<file path="src/rtl/aes_mode_ctrl.sv">
// Block-cipher mode controller (ECB / CBC / CTR) in front of a fixed-latency, in-order cipher core.
// Results land in a credit-protected FIFO, so the core never has to stall.
module aes_mode_ctrl #(
  parameter int BLOCK_W = 128,
  parameter int CTR_W   = 32,
  parameter int DEPTH   = 16
) (
  input  logic               clk,
  input  logic               rst_n,
  input  logic               start,
  input  logic [1:0]         mode,
  input  logic [BLOCK_W-1:0] iv,
  input  logic               in_valid,
  output logic               in_ready,
  input  logic [BLOCK_W-1:0] in_data,
  output logic               out_valid,
  input  logic               out_ready,
  output logic [BLOCK_W-1:0] out_data,
  output logic               busy,
  output logic               err,
  output logic               core_enable,
  output logic [BLOCK_W-1:0] core_plaintext,
  input  logic [BLOCK_W-1:0] core_ciphertext,
  input  logic               core_valid
);

  localparam int PTR_W = $clog2(DEPTH);
  localparam int CNT_W = PTR_W + 1;
  localparam logic [CNT_W:0] CREDIT_MAX = (CNT_W + 1)'(DEPTH);
  localparam logic [BLOCK_W-1:0] CTR_MASK = {BLOCK_W{1'b1}} >> (BLOCK_W - CTR_W);

  typedef enum logic [1:0] {
    MODE_ECB = 2'b00,
    MODE_CBC = 2'b01,
    MODE_CTR = 2'b10,
    MODE_RSV = 2'b11
  } mode_e;

  mode_e              mode_q, mode_d;
  logic [BLOCK_W-1:0] chain_q, chain_d;
  logic               err_q, err_d;
  logic [CNT_W-1:0]   inflight_q, inflight_d;

  logic [BLOCK_W-1:0] res_mem [DEPTH];
  logic [PTR_W-1:0]   res_wr_q, res_wr_d, res_rd_q, res_rd_d;
  logic [CNT_W-1:0]   res_cnt_q, res_cnt_d;

  logic [BLOCK_W-1:0] pend_mem [DEPTH];
  logic [PTR_W-1:0]   pend_wr_q, pend_wr_d, pend_rd_q, pend_rd_d;

  logic [CNT_W:0]     credit;
  logic               start_ok, accept, ret;
  logic               res_push, res_pop, pend_push, pend_pop;
  logic [BLOCK_W-1:0] res_push_data, chain_inc;

  assign busy      = (inflight_q != '0) || (res_cnt_q != '0);
  assign start_ok  = start && !busy;
  assign credit    = {1'b0, inflight_q} + {1'b0, res_cnt_q};

  // CBC needs the previous ciphertext before the next block can be chained.
  assign in_ready  = rst_n && (credit < CREDIT_MAX) && !start &&
                     ((mode_q != MODE_CBC) || (inflight_q == '0));
  assign accept    = in_valid && in_ready;
  assign ret       = core_valid && (inflight_q != '0);

  assign core_enable = accept;
  assign out_valid   = (res_cnt_q != '0);
  assign out_data    = res_mem[res_rd_q];
  assign err         = err_q;

  assign res_push  = ret;
  assign res_pop   = out_valid && out_ready;
  assign pend_push = accept && (mode_q == MODE_CTR);
  assign pend_pop  = ret && (mode_q == MODE_CTR);

  // Only the low CTR_W bits of the counter block count; the carry out of them is discarded.
  assign chain_inc = ((chain_q + BLOCK_W'(1)) & CTR_MASK) | (chain_q & ~CTR_MASK);

  always_comb begin
    core_plaintext = in_data;
    case (mode_q)
      MODE_CBC: core_plaintext = in_data ^ chain_q;
      MODE_CTR: core_plaintext = chain_q;
      default:  core_plaintext = in_data;
    endcase
  end

  always_comb begin
    res_push_data = core_ciphertext;
    if (mode_q == MODE_CTR) begin
      res_push_data = core_ciphertext ^ pend_mem[pend_rd_q];
    end
  end

  always_comb begin
    mode_d     = mode_q;
    chain_d    = chain_q;
    err_d      = err_q;
    inflight_d = inflight_q;

    if (start_ok) begin
      if (mode == 2'b11) begin
        err_d = 1'b1;
      end else begin
        mode_d  = mode_e'(mode);
        chain_d = iv;
        err_d   = 1'b0;
      end
    end
    if (accept && (mode_q == MODE_CTR)) begin
      chain_d = chain_inc;
    end
    if (ret && (mode_q == MODE_CBC)) begin
      chain_d = core_ciphertext;
    end

    case ({accept, ret})
      2'b10:   inflight_d = inflight_q + CNT_W'(1);
      2'b01:   inflight_d = inflight_q - CNT_W'(1);
      default: inflight_d = inflight_q;
    endcase

    res_wr_d  = res_wr_q + PTR_W'(res_push);
    res_rd_d  = res_rd_q + PTR_W'(res_pop);
    res_cnt_d = res_cnt_q + CNT_W'(res_push) - CNT_W'(res_pop);
    pend_wr_d = pend_wr_q + PTR_W'(pend_push);
    pend_rd_d = pend_rd_q + PTR_W'(pend_pop);
  end

  always_ff @(posedge clk) begin
    if (!rst_n) begin
      mode_q     <= MODE_ECB;
      chain_q    <= '0;
      err_q      <= 1'b0;
      inflight_q <= '0;
      res_wr_q   <= '0;
      res_rd_q   <= '0;
      res_cnt_q  <= '0;
      pend_wr_q  <= '0;
      pend_rd_q  <= '0;
    end else begin
      mode_q     <= mode_d;
      chain_q    <= chain_d;
      err_q      <= err_d;
      inflight_q <= inflight_d;
      res_wr_q   <= res_wr_d;
      res_rd_q   <= res_rd_d;
      res_cnt_q  <= res_cnt_d;
      pend_wr_q  <= pend_wr_d;
      pend_rd_q  <= pend_rd_d;
    end
  end

  // Storage arrays carry no reset; the pointers alone define their contents.
  always_ff @(posedge clk) begin
    if (res_push) begin
      res_mem[res_wr_q] <= res_push_data;
    end
    if (pend_push) begin
      pend_mem[pend_wr_q] <= in_data;
    end
  end

endmodule

</file>
<file path="config.mk">
export PLATFORM = sky130hd
export DESIGN_NAME = aes_mode_ctrl
export DESIGN_NICKNAME = d
export VERILOG_FILES = /design/src/rtl/aes_mode_ctrl.sv
export SDC_FILE = /design/constraint.sdc
export NUM_CORES = 2
export LEC_CHECK = 0
export CAP_MARGIN = 20
export CORE_ASPECT_RATIO = 1.2
export CORE_MARGIN = 2
export CORE_UTILIZATION = 61
export CTS_CLUSTER_DIAMETER = 50
export DETAILED_ROUTE_END_ITERATION = 16
export PLACE_DENSITY = 0.82
export SYNTH_ARGS = -nofsm -noshare
export SYNTH_HDL_FRONTEND = slang
export SYNTH_SLANG_ARGS = --single-unit
</file>
<file path="constraint.sdc">
create_clock -name clk -period 24.4 [get_ports clk]
set_input_delay 6.1 -clock clk [delete_from_list [all_inputs] [get_ports clk]]
set_output_delay 6.1 -clock clk [all_outputs]
set_load 0.01 [all_outputs]
</file>
* After elaboration in Yosys (flattened, before gate mapping)
Memories as Yosys holds them, arrays and structs flattened. A register that Yosys moved wholly into a read port is not among the register bits.
Index checks and enable logic that the tools add are counted.
** Cells by class
- $add $sub $neg :: 10
- Magnitude comparators :: 1
- Eq/ne operators :: 7
- Muxes and demuxes :: 14
- Bitwise operators :: 4
- Reductions and logical operators :: 21
** Operators by type and width (count)
- 128-bit two-way mux :: 5
- 128-bit case mux with 2 select lines :: 1
- 128-bit bitwise XOR :: 2
- 32-bit by 128-bit bitwise OR with 128-bit output :: 1
- 32-bit by 1-bit adder with 32-bit output (second input constant) :: 1
- 4-bit by 1-bit adder with 4-bit output :: 4
- 1-bit logical AND :: 10
- 5-bit case mux with 2 select lines :: 1
- 5-bit nonzero test :: 2
- 4-bit two-way mux :: 2
- 5-bit by 5-bit adder with 6-bit output :: 1
- 2-bit equality test (second input constant) :: 3
- 6-bit by 5-bit < comparator with 1-bit output (second input constant) :: 1
- 5-bit by 1-bit adder with 5-bit output :: 1
- 5-bit by 1-bit adder with 5-bit output (second input constant) :: 1
- 5-bit zero test :: 1
- 1-bit two-way mux :: 5
- 5-bit by 1-bit subtractor with 5-bit output :: 1
- 5-bit by 1-bit subtractor with 5-bit output (second input constant) :: 1
- 2-bit by 1-bit equality test with 1-bit output (second input constant) :: 2
- 2-bit AND reduction :: 2
- 3-bit by 2-bit inequality test with 1-bit output (second input constant) :: 1
- 3-bit nonzero test :: 1
- 1-bit zero test :: 2
- other kinds (4) :: 5
** Word-level totals
- Register bits after elaboration :: 157
- Bits in writable memories :: 4096
- Bits of input ports :: 392
- Output and inout bits :: 261
- Word-level logic and storage cells :: 68
- Memories :: 2
** Memories
- pend_mem :: words 16, width 128, read ports 1, clocked after Yosys merged registers in 1, write ports 1, line 48 : logic [BLOCK_W-1:0] pend_mem [DEPTH];
- res_mem :: words 16, width 128, read ports 1, clocked after Yosys merged registers in 1, write ports 1, line 44 : logic [BLOCK_W-1:0] res_mem [DEPTH];

* Logic depth before layout (Yosys ltp)
- Depth after elaboration :: 9
- Gate-level depth with buffers :: 16
- Mapped depth without buffers :: 15

* Worst setup path before layout
Ideal clock, no wire load.
- Path type :: in2reg
- From :: input core_valid
- To :: memory res_mem[0][0] (enable)
- Setup time :: 973 ps
- Data arrival time :: 19440 ps
- Data required time :: 23427 ps
- Setup slack :: 3987 ps
- Stages on the path :: 3
- Path buffers :: 0
- Cells stage by stage :: nand2_1 -> nor2_1 -> nor4b_1
** On the way
- Word-level cells in the longest chain between the ends :: 3
** RTL lines
- start: declaration :: line 24 : input logic core_valid
- 1-bit logical AND :: line 64 : assign ret = core_valid && (inflight_q != '0);
- 1-bit two-way mux :: line 156 : if (res_push) begin
- 1-bit two-way mux (not written as such) :: line 157 : res_mem[res_wr_q] <= res_push_data;
- end: declaration :: line 44
No other way between the ends.

* Worst setup path in the final report
- From :: input in_data[47]
- To :: output core_plaintext[47]
** On the way
- Word-level cells in the longest chain between the ends :: 2
** RTL lines
- start: declaration :: line 15 : input logic [BLOCK_W-1:0] in_data,
- 128-bit bitwise XOR :: line 82 : MODE_CBC: core_plaintext = in_data ^ chain_q;
- 128-bit case mux with 2 select lines * :: line 81 : case (mode_q)
- end: declaration :: line 22 : output logic [BLOCK_W-1:0] core_plaintext,
Mark *: on every way between the ends. The rest lies on a longest branch, timed or not.

==> results.md <==
| Result | Value |
|:---|:---|
| Proportion of layout cells with a drive suffix above 1 | 23.0% |
| Internal power | 12.8 mW |
| Syn Nets | 8166 |
| Reg clk slew, reported paths | 0.06 ns |
| Detailed placement HPWL | 260000 um |
| Count of cells along the worst register-to-register path | 10 |
| Hold violation total from the final report | 0 |
| Port Buf Inserts | 652 |
| Total congestion overflow | 0 |
| Post-CTS setup buffer count | 0 |
| Share of the yosys chip area belonging to registers | 75.9% |
| Clk Tree Root Cell | sky130_fd_sc_hd__clkbuf_16 |
| DRC violation count after routing | 0 |
| Standard-cell row count | 209 |
| Final clock skew | 0.0489 ns |
| Met2 WL post-DR | 232000 um |
| Wire length of the first global-routing pass | 689000 um |
| Core footprint | 271000 um^2 |
| Total Neg Setup Slack | 0 ns |
| Average instance area after synthesis | 21.5 um^2 |
| Transition at the pin with the smallest max-transition slack | 1.24 ns |
| EDFF count, synth | 4096 |
| Area occupied by registers | 126000 um^2 |
| Final period utilization | 61.4% |
| Routed length on met1 | 163000 um |
| Ratio of total power to cell area | 90.5 nW/um^2 |
| Area taken by multi-input logic gates | 37600 um^2 |
| # H-tree levels | 5 |
| Number of buffers on the longest clock path | 4 |
| Most common library cell in the layout ignoring fill and taps | sky130_fd_sc_hd__edfxtp_1 |
| Number of flip-flops and latches in the synthesized netlist | 4253 |
| Pin count of the biggest net entering global routing | 186 |
| Count of nets after finishing | 9006 |
| Weighted congestion at the end of routability-driven global placement | 0.901 |
| Count of cell types in the netlist | 60 |
| Net load switching power | 4.45 mW |
| ANT nets after route | 0 |
| Count of filler cells inserted in the layout | 14700 |
| Initial cell density of the core | 61.4% |
| Kind of start point of the critical path | primary input |
| Syn Inst Count | 7747 |
| Capturing element of the worst setup path | core_plaintext[47] |
| R2R Path Start | mode_q[0] |
| Count of placed standard cells in the final layout, fillers left out | 12600 |
| Cell Count Post-Placement | 11800 |
| Minimum clock period | 14.98 ns |
| Uppermost metal layer occupied by signal nets | met5 |
| Reg-to-Reg End | pend_mem[11][6] |
| RSZ-0062 raised after global routing | false |
| X dimension of the die | 481 um |
| Detailed-route via count | 91400 |
| Number of gates given a new drive strength after cts | 0 |
| TritonCTS Buffers | 380 |
| Clock latency at the later pin of the worst-skew pair | 0.92 ns |
| Sort of element at the end of the critical path | output pin |
| Arrival @ worst endpoint | 8.88 ns |
| Setup slack, reg-to-reg | 17.81 ns |
| Vertical die dimension | 576 um |
| Sw frac | 25.8% |
| CP startpoint | in_data[47] |
| Worst rel slew slack | 17.3% |
| Maximum ir drop on the vdd rail | 0.0000672 V |
| Maximum clock frequency | 66.8 MHz |
| Combined area of all synthesized cells | 166000 um^2 |
| Finish-stage setup viols | 0 |
| Routed via count divided by cell count | 7.28 |
| Sink count of the clock tree | 4253 |
| Worst hold path class | reg2reg |
| Overall fraction of global-route tracks in use | 35.7% |
| Portion of total power attributed to the clock network | 35.0% |
| Data required time at the worst endpoint | 18.30 ns |
| Share of synthesized flip-flops with an asynchronous set or reset | 0% |
| Combinational power share | 16.6% |
| WL/cell | 39.5 um |
| Clock tree from TritonCTS | done |
| Area enclosed by the die boundary | 277000 um^2 |
| Number of max-cap violations | 0 |
| Most frequently used flop master after synthesis | sky130_fd_sc_hd__edfxtp_1 |
| Most frequent cells in the layout | 4096 x sky130_fd_sc_hd__edfxtp_1, 1132 x sky130_fd_sc_hd__mux4_2, 651 x sky130_fd_sc_hd__clkdlybuf4s50_1 |
| P&R area growth vs syn | 14.7% |
| Register share of total power | 48.4% |
| Initial antenna violation count | 103 |
| Max Slew Vio Count | 0 |
| DR WL met3 | 70900 um |
| Vias in the first global route | 91200 |
| Start-to-end type of the worst setup path | in2out |
| Critical path peak fanout | 17 |
| Initial DRC Count | 16500 |
| Pre-Repair DR Iteration Count | 7 |
| Total wire length after detailed routing | 496000 um |
| CTS hold repair buffers | 0 |
| Leakage | 58.0 nW |
| Run status | finished clean |
| Top-Level Pins | 653 |
| Synthesis warning total | 0 |
[Yosys cell counts, types with 9 or more instances]
library cell | instances | area (um^2)
sky130_fd_sc_hd__a211oi_1 | 31 | 233
sky130_fd_sc_hd__a21boi_0 | 91 | 683
sky130_fd_sc_hd__a21oi_1 | 304 | 1520
sky130_fd_sc_hd__a22oi_1 | 90 | 676
sky130_fd_sc_hd__a311oi_1 | 9 | 78.8
sky130_fd_sc_hd__and2_1 | 25 | 156
sky130_fd_sc_hd__buf_1 | 87 | 327
sky130_fd_sc_hd__buf_2 | 121 | 606
sky130_fd_sc_hd__clkbuf_1 | 249 | 935
sky130_fd_sc_hd__dfxtp_1 | 157 | 3140
sky130_fd_sc_hd__edfxtp_1 | 4096 | 123000
sky130_fd_sc_hd__ha_1 | 25 | 313
sky130_fd_sc_hd__inv_1 | 274 | 1030
sky130_fd_sc_hd__mux2i_1 | 276 | 2760
sky130_fd_sc_hd__mux4_2 | 1132 | 25500
sky130_fd_sc_hd__nand2_1 | 134 | 503
sky130_fd_sc_hd__nand3_1 | 25 | 125
sky130_fd_sc_hd__nor2_1 | 33 | 124
sky130_fd_sc_hd__nor2b_1 | 24 | 150
sky130_fd_sc_hd__nor3_1 | 34 | 170
sky130_fd_sc_hd__nor4_1 | 9 | 56.3
sky130_fd_sc_hd__o211ai_1 | 9 | 67.6
sky130_fd_sc_hd__o21ai_0 | 15 | 75.1
sky130_fd_sc_hd__o221ai_1 | 28 | 245
sky130_fd_sc_hd__o22ai_1 | 128 | 801
sky130_fd_sc_hd__o32ai_1 | 128 | 1120
sky130_fd_sc_hd__xor2_1 | 135 | 1180
[stage by stage]
stage               worst slack [ns]  utilization (%)  cell area, um^2  hold WS [ns]  total power [mW]
floorplan                       3.99                -           166000         0.437              10.1
global placement                9.60             65.7           178000         0.453              11.2
detailed placement              9.54             65.8           178000         0.459              11.3
CTS                             9.40             70.3           190000         0.468              17.2
global route                    9.44             70.5           191000         0.480              17.6
finish                          9.42             70.5           191000         0.467              17.3
[worst min-delay path by stage]
stage | from | to | slack, ns | cells past startpoint
3_3_place_gp | chain_q[115] | chain_q[115] | 0.45 | 2
3_5_place_dp | chain_q[107] | chain_q[107] | 0.46 | 2
2_1_floorplan | chain_q[31] | chain_q[31] | 0.44 | 1
5_1_grt | chain_q[107] | chain_q[107] | 0.48 | 2
4_1_cts | chain_q[107] | chain_q[107] | 0.47 | 2
6_report | chain_q[114] | chain_q[114] | 0.47 | 2
[critical path: stages]
cell and delay, ns:
sky130_fd_sc_hd__clkdlybuf4s50_1 0.74, sky130_fd_sc_hd__inv_1 0.21, sky130_fd_sc_hd__a21oi_1 0.09, sky130_fd_sc_hd__o32ai_1 1.00, sky130_fd_sc_hd__clkdlybuf4s50_1 0.72
[cell type report]
| type | instances | share of cell area [%] |
|---|---|---|
| clock inverters | 223 | 1.10 |
| multi-input cells | 2759 | 19.7 |
| well taps | 3587 | 2.35 |
| inverters | 275 | 0.541 |
| repair buffers | 918 | 4.69 |
| clock buffers | 468 | 5.34 |
| diodes | 79 | 0.104 |
| flip-flops and latches | 4253 | 66.1 |
[metal layers]
metal  vias to the layer above  GRT usage [%]
met5                         -              0
met4                        24           19.9
met3                      1359           9.67
met2                      8818           54.4
met1                     47100           47.4
li1                      34200              -
[power by group through the flow]
stage	logic [mW]	registers (mW)	clock network, mW
6_report	2.88	8.35	6.04
5_1_grt	3.00	8.36	6.29
4_1_cts	2.83	8.35	6.05
3_5_place_dp	2.75	8.50	0
3_3_place_gp	2.67	8.48	0
2_1_floorplan	1.60	8.49	0
[flip-flops by register name, summed over array words and instances, names as in the netlist]
name	flops
res_wr_q	4
chain_q	128
pend_mem	2048
pend_wr_q	4
res_mem	2048
res_cnt_q	5
inflight_q	5
res_rd_q	4
err	1
mode_q	2
pend_rd_q	4
[cells by family (layout without fill, tap and decap cells)]
logic type | count (synthesis) | in the layout | share of synthesized area (%)
mux | 1408 | 1408 | 17.0
flops | 4253 | 4253 | 75.9
fa+ha+maj | 27 | 27 | 0.212
other cells | 0 | 79 | 0
xor+xnor | 143 | 143 | 0.753
compound gates | 857 | 857 | 3.44
simple gates | 324 | 324 | 0.972
buf+inv | 735 | 1884 | 1.76
Note: power is estimated with default switching activity, not from simulation.
